## src/rtl/audio_gain_ramp.sv

```systemverilog
// Per-channel soft-mute / volume stage: scales PCM samples by a gain that slews toward its target
// at a fixed per-sample step, then rounds and saturates back to the sample width.
module audio_gain_ramp #(
  parameter int unsigned DATA_WIDTH = 16,
  parameter int unsigned GAIN_WIDTH = 16,
  parameter int unsigned RAMP_STEP  = 64
) (
  input  logic                  bclk,
  input  logic                  rst,
  input  logic [DATA_WIDTH-1:0] in_data,
  input  logic                  in_valid,
  input  logic [GAIN_WIDTH-1:0] gain_target,
  input  logic                  mute_req,
  output logic [DATA_WIDTH-1:0] out_data,
  output logic                  out_valid,
  output logic                  muted,
  output logic                  ramping
);

  localparam int unsigned PW = DATA_WIDTH + GAIN_WIDTH + 1;

  localparam logic [GAIN_WIDTH-1:0] Step = GAIN_WIDTH'(RAMP_STEP);
  localparam logic signed [PW:0] RoundC =
      {{(PW - GAIN_WIDTH + 3){1'b0}}, 1'b1, {(GAIN_WIDTH - 3){1'b0}}};
  localparam logic signed [PW:0] SatMax =
      {{(PW - DATA_WIDTH + 2){1'b0}}, {(DATA_WIDTH - 1){1'b1}}};
  localparam logic signed [PW:0] SatMin =
      {{(PW - DATA_WIDTH + 2){1'b1}}, {(DATA_WIDTH - 1){1'b0}}};

  typedef enum logic [1:0] {StMuted, StRamp, StSettled} state_e;

  logic [GAIN_WIDTH-1:0] gain_q, gain_d;
  logic [GAIN_WIDTH-1:0] tgt_q, tgt_d;
  logic [GAIN_WIDTH-1:0] eff_tgt;
  logic signed [PW-1:0]  prod_q, prod_d;
  logic                  s1_valid_q;
  logic                  out_valid_q;
  logic [DATA_WIDTH-1:0] out_data_q, out_data_d;
  state_e                state_q, state_d;
  logic signed [PW:0]    rounded;
  logic signed [PW:0]    shifted;

  // Gain slews only on accepted samples, so ramp length is counted in samples.
  always_comb begin
    eff_tgt = mute_req ? '0 : gain_target;
    gain_d  = gain_q;
    tgt_d   = tgt_q;
    if (in_valid) begin
      tgt_d = eff_tgt;
      if (eff_tgt > gain_q) begin
        gain_d = ((eff_tgt - gain_q) <= Step) ? eff_tgt : gain_q + Step;
      end else if (eff_tgt < gain_q) begin
        gain_d = ((gain_q - eff_tgt) <= Step) ? eff_tgt : gain_q - Step;
      end
    end
  end

  // State is derived from the next gain/target so it lines up with gain_q.
  always_comb begin
    if (gain_d == '0 && tgt_d == '0) begin
      state_d = StMuted;
    end else if (gain_d == tgt_d) begin
      state_d = StSettled;
    end else begin
      state_d = StRamp;
    end
  end

  // The product uses the gain in effect before this sample's update.
  always_comb begin
    prod_d = PW'($signed(in_data)) * PW'($signed({1'b0, gain_q}));
  end

  always_comb begin
    rounded = $signed({prod_q[PW-1], prod_q}) + RoundC;
    shifted = rounded >>> (GAIN_WIDTH - 2);
    if (shifted > SatMax) begin
      out_data_d = {1'b0, {(DATA_WIDTH - 1){1'b1}}};
    end else if (shifted < SatMin) begin
      out_data_d = {1'b1, {(DATA_WIDTH - 1){1'b0}}};
    end else begin
      out_data_d = shifted[DATA_WIDTH-1:0];
    end
  end

  always_ff @(posedge bclk) begin
    if (rst) begin
      gain_q      <= '0;
      tgt_q       <= '0;
      state_q     <= StMuted;
      prod_q      <= '0;
      s1_valid_q  <= 1'b0;
      out_valid_q <= 1'b0;
      out_data_q  <= '0;
    end else begin
      gain_q      <= gain_d;
      tgt_q       <= tgt_d;
      state_q     <= state_d;
      s1_valid_q  <= in_valid;
      out_valid_q <= s1_valid_q;
      if (in_valid) begin
        prod_q <= prod_d;
      end
      if (s1_valid_q) begin
        out_data_q <= out_data_d;
      end
    end
  end

  assign out_data  = out_data_q;
  assign out_valid = out_valid_q;
  assign muted     = (state_q == StMuted);
  assign ramping   = (state_q == StRamp);

endmodule
```

## config.mk

```make
export PLATFORM = sky130hd
export DESIGN_NAME = audio_gain_ramp
export DESIGN_NICKNAME = d
export VERILOG_FILES = /design/src/rtl/audio_gain_ramp.sv
export SDC_FILE = /design/constraint.sdc
export NUM_CORES = 1
export LEC_CHECK = 0
export CORE_MARGIN = 10
export CORE_UTILIZATION = 40
export CTS_CLUSTER_DIAMETER = 40
export DETAILED_ROUTE_END_ITERATION = 10
export PLACE_DENSITY = 0.59
export SYNTH_ARGS = -nofsm -noshare
export SYNTH_HDL_FRONTEND = slang
export SYNTH_SLANG_ARGS = --single-unit
export TNS_END_PERCENT = 10
```

## constraint.sdc

```tcl
create_clock -name bclk -period 12.6 [get_ports bclk]
set_input_delay 1.26 -clock bclk [delete_from_list [all_inputs] [get_ports bclk]]
set_output_delay 1.26 -clock bclk [all_outputs]
set_load 0.05 [all_outputs]
```

### Word-level counts from Yosys, hierarchy flattened

Index checks and enable logic that the tools add are counted.

| word-level totals | value |
|---|---|
| register bits | 85 |
| bits in latches | 0 |
| RAM bits | 0 |
| ROM bits | 0 |
| input bits | 36 |
| output and inout port bits | 19 |
| word-level logic and storage cells | 36 |
| memories kept | 0 |

| operators by class | value |
|---|---|
| add/sub/neg operators | 5 |
| multipliers | 1 |
| div/mod/pow operators | 0 |
| magnitude comparators | 6 |
| equal/unequal tests | 2 |
| shift-type cells | 0 |
| muxes and demuxes | 10 |
| bitwise operators | 0 |
| reduce and logical (&&, ||, !) cells | 5 |

Operator list:

| kind | count |
|---|---|
| $mux 16 | 9 |
| $add 33x15->34 const B | 1 |
| $mul 16x17->33 | 1 |
| $le 16x7->1 const B | 2 |
| $logic_not 16->1 | 2 |
| $sub 16x16->16 | 2 |
| $gt 20x16->1 const B | 1 |
| $lt 20x16->1 const B | 1 |
| $add 16x7->16 const B | 1 |
| $eq 16x16->1 | 1 |
| $gt 16x16->1 | 1 |
| $lt 16x16->1 | 1 |
| $sub 16x7->16 const B | 1 |
| $eq 2x1->1 const B | 1 |
| $logic_not 2->1 | 1 |
| $mux 2 | 1 |
| $reduce_or 2->1 | 1 |
| $logic_and 1x1->1 | 1 |

### Depth between registers and ports, before layout

| logic depth | value |
|---|---|
| depth in word-level cells | 10 |
| mapped depth | 27 |
| mapped depth without buffers | 25 |

### Worst setup path before layout

Ideal clock, no wire load.

| path | value |
|---|---|
| kind | input port to flip-flop |
| start point | input port in_data[6] |
| end point | register prod_q[31] |
| data arrival time | 7475 ps |
| required time | 12478 ps |
| slack | 5003 ps |
| stages on the path | 25 |
| path through | clkbuf_1 > and2_1 > fa_1 > inv_1 > fa_1 > fa_1 > inv_1 > fa_1 > fa_1 > inv_1 > fa_1 > inv_1 > ha_1 > o21a_1 > o21ai_0 > nor4b_1 > o311ai_0 > o21a_1 > o21ai_0 > a41oi_1 > a311oi_1 > nand4_1 > nand3b_1 > nor3_1 > a311o_1 |

| between the ends | value |
|---|---|
| longest elaborated chain between the ends | 1 |

Ends and longest elaborated chain:

| what | line | text |
|---|---|---|
| from (decl) | 10 | `input logic [DATA_WIDTH-1:0] in_data,` |
| $mul 16x17->33 | 71 | `prod_d = PW'($signed(in_data)) * PW'($signed({1'b0, gain_q}));` |
| to (signal assigned) | 102 | `prod_q <= prod_d;` |
| to (decl) | 35 | `logic signed [PW-1:0] prod_q, prod_d;` |

Every way passes these cells.
A chain may end at the register's enable or synchronous reset.

### Worst setup path after layout

| path | value |
|---|---|
| start point | input port in_data[3] |
| end point | register prod_q[31] |

The elaborated chain is that of the path after synthesis.

==> impl_metrics.env <==
export IMPL_status="finished, final reports clean"
export IMPL_synthesis_instances=1753
export IMPL_worstPathRequired_ns=12.84
export IMPL_grt_pass1_vias=12340
export IMPL_layout_common_cells="sky130_fd_sc_hd__inv_1 (266), sky130_fd_sc_hd__nand2_1 (198), sky130_fd_sc_hd__fa_1 (193)"
export IMPL_ctsHtreeMaxLevel=3
export IMPL_synth_mux_area_fraction_pct=2.682
export IMPL_final_cells=2209
export IMPL_mostFrequentLayoutCell="sky130_fd_sc_hd__inv_1"
export IMPL_synth_compound_area_share_pct=11.64
export IMPL_synthesis_area_per_instance_sq_um=8.170
export IMPL_synth_adder_area_share_pct=40.34
export IMPL_yosys_register_bits=72
export IMPL_ant_nets=0
export IMPL_start_kind="primary input"
export IMPL_utilization_pct=43.77
export IMPL_critPathKind="primary input to flip-flop"
export IMPL_clock_root_buffer="sky130_fd_sc_hd__clkbuf_16"
export IMPL_post_synth_and_or_nand_nor_area_fraction_pct=21.15
export IMPL_synth_async_reset_ratio_pct=0
export IMPL_vdd_ir_drop_max_mv=0.1187
export IMPL_netlist_top_cell_by_area="sky130_fd_sc_hd__fa_1"
export IMPL_grt_total_usage_pct=19.57
export IMPL_max_slew_worst_pin_slew_ns=1.245
export IMPL_top_fanout_value_on_the_critical_path=16
export IMPL_summed_instance_area_of_the_synthesized_netlist_sq_mm=0.01432
export IMPL_place_detailed_hpwl_um=33320
export IMPL_slew_viol_final=0
export IMPL_max_slew_margin_rel_pct=16.22
export IMPL_initial_core_util_pct=40.36
export IMPL_worstPathArrival_ns=9.05
export IMPL_yosys_area_share_xor_xnor_pct=4.403
export IMPL_fraction_of_layout_cells_with_a_size_suffix_above_1_pct=3.661
export IMPL_max_clock_freq_ghz=0.1135
export IMPL_cts_num_sinks=72
export IMPL_count_of_boundary_i_o_pins=55
export IMPL_io_buffer_count=54
export IMPL_critPathCaptureType="flip-flop"
export IMPL_layout_area_overhead_vs_synth_pct=8.448
export IMPL_synth_yosys_warnings=0
export IMPL_grt_antenna_before_repair=0
export IMPL_clockBufferDepth=2
export IMPL_antenna_cells=0
export IMPL_postCtsResizedCells=0
export IMPL_drcViolationCount=0
export IMPL_synth_top_family_by_area="adder cells"
export IMPL_tritoncts_num_buffers=9
export IMPL_pre_cts_ws_ns=3.576
export IMPL_yosys_top_cells_area="sky130_fd_sc_hd__fa_1 (27%), sky130_fd_sc_hd__ha_1 (13%), sky130_fd_sc_hd__dfxtp_1 (10%), sky130_fd_sc_hd__inv_1 (7.0%), sky130_fd_sc_hd__and2_1 (5.2%)"
export IMPL_cts_setup_buffers=0
export IMPL_dieHeight_um=209.2
export IMPL_detail_route_iter0_violations=1038
export IMPL_synth_edf_count=0
export IMPL_placedCellCount=2193
export IMPL_pwr_density_cell_mw_per_mm2=143.4
export IMPL_fin_ws_ns=3.792
export IMPL_core_area_sq_mm=0.03548
export IMPL_final_fill_count=3542
export IMPL_fp_row_count=69
export IMPL_placed_area_sq_mm=0.01521
export IMPL_cts_hold_buf=0
export IMPL_rsz0062_at_grt="false"
export IMPL_clock_latency_on_the_worst_skew_pair_ns=0.35
export IMPL_post_route_period_util_pct=69.91
export IMPL_routed_via_count=12160
export IMPL_routabilityCongestion=0.9677
export IMPL_ys_dominant_reg_cell="sky130_fd_sc_hd__dfxtp_1"
export IMPL_fin_skew_ns=0.01191
export IMPL_syn_num_nets=2135
export IMPL_setup_viol=0
export IMPL_hold_crit_path_type="flip-flop to flip-flop"
export IMPL_floorplan_die_width_um=209.2
export IMPL_first_pass_iters=6
export IMPL_final_hold_viol_count=0
export IMPL_cts_tree="done"
export IMPL_leakage_nw=7.435
export IMPL_design_die_area_sq_mm=0.04378
export IMPL_clock_transition_at_the_registers_of_the_reported_paths_ns=0.07
export IMPL_grt_pass1_wl_um=68830
export IMPL_post_synth_top_area_fraction_pct=26.98
export IMPL_maxCapViolCount=0
export IMPL_route_final_wire_length_um=42550
export IMPL_post_route_cell_area_sq_mm=0.01553
export IMPL_nets=2125
export IMPL_grt_start_max_net_pins=69
export IMPL_synth_yosys_seq_area_share_pct=10.06
export IMPL_route_detailed_vias_per_inst=5.507
export IMPL_route_detailed_wl_per_inst_um=19.26
export IMPL_global_route_overflow_total=0
export IMPL_post_synth_num_cell_types=82
export IMPL_period_needed_ns=8.808
export IMPL_tns_ns=0
-- cells in the mapped netlist, drive strengths merged, types with 13 or more instances --
master / count
dfxtp: 72
xor2: 15
nor3: 42
buf: 13
a21o: 18
a21oi: 82
nand2: 198
mux2i: 35
fa: 193
inv: 266
nor2: 119
clkbuf: 83
xnor2: 57
ha: 153
nor2b: 13
nand3: 33
nand2b: 21
o21ai: 31
and2: 122
-- worst max-delay path: stages --
cell,delay (ns)
sky130_fd_sc_hd__clkdlybuf4s50_1,0.91
sky130_fd_sc_hd__nand2_1,0.17
sky130_fd_sc_hd__fa_1,0.58
sky130_fd_sc_hd__fa_1,0.44
sky130_fd_sc_hd__fa_1,0.52
sky130_fd_sc_hd__inv_1,0.05
sky130_fd_sc_hd__fa_1,0.46
sky130_fd_sc_hd__fa_1,0.54
sky130_fd_sc_hd__inv_1,0.05
sky130_fd_sc_hd__fa_1,0.53
sky130_fd_sc_hd__inv_1,0.04
sky130_fd_sc_hd__ha_1,0.27
sky130_fd_sc_hd__o21a_1,0.11
sky130_fd_sc_hd__o21ai_0,0.21
sky130_fd_sc_hd__nor4b_1,0.11
sky130_fd_sc_hd__o311ai_0,0.86
sky130_fd_sc_hd__o21a_1,0.30
sky130_fd_sc_hd__o21ai_0,0.15
sky130_fd_sc_hd__a41oi_1,0.40
sky130_fd_sc_hd__a311oi_1,0.25
sky130_fd_sc_hd__nand4_1,0.17
sky130_fd_sc_hd__nand3b_1,0.14
sky130_fd_sc_hd__nor4b_1,0.18
sky130_fd_sc_hd__a311o_1,0.34
-- per-layer routing --
layer | global-route usage, % | up-vias | share of wire [%]
met5 | 0 | - | 0
met4 | 5.731 | 0 | 2.6
met3 | 3.221 | 65 | 6.9
met2 | 30.30 | 467 | 45
met1 | 27.36 | 5979 | 45
li1 | - | 5653 | -
-- final timing paths --
| check | startpoint | endpoint | slack (ns) | depth (start not counted) |
|---|---|---|---|---|
| worst max-delay path | in_data[3] | prod_q[31] | 3.79 | 24 |
| worst min-delay path | out_data[15] | out_data[15] | 0.47 | 2 |
| worst max register to register | gain_q[10] | prod_q[31] | 4.77 | 24 |
| worst min register to register | out_data[15] | out_data[15] | 0.47 | 2 |
-- per-stage QoR --
step | total power [mW] | hold slack, ns
after floorplan | 1.524 | 0.4583
after global placement | 1.923 | 0.4623
after detailed placement | 1.938 | 0.4649
after CTS | 2.250 | 0.4795
after global routing | 2.471 | 0.4931
final | 2.228 | 0.4731
-- final cells by class --
class	count	area [sq um]	area share [%]
Multi-Input combinational cell	1316	11490	74.01
Sequential cell	72	1441	9.280
Inverter	269	1010	6.501
Timing Repair Buffer	75	688.2	4.430
Tap cell	461	576.8	3.714
Clock buffer	9	225.2	1.450
Clock inverter	7	96.34	0.6203
-- flip-flops by register name (all words and copies together), names as in the netlist --
name	cells
prod_q	20
gain_q	16
out_data	16
tgt_q	16
state_q	2
out_valid	1
s1_valid_q	1
-- report_power, final --
group / switching, mW / total, mW / internal, mW / leakage, nW
Sequential: 0.0480 / 0.310 / 0.262 / 0.591
Clock: 0.116 / 0.290 / 0.174 / 0.148
Combinational: 0.954 / 1.63 / 0.674 / 6.70
-- cell families after synthesis --
logic type	Yosys count
adder cells (fa/ha/maj)	346
buffers and inverters	365
AND/OR/NAND/NOR	613
flip-flops	72
XOR/XNOR	72
multiplexers	38
AO/OA/AOI/OAI	247
(Power assumes the default switching activity.)
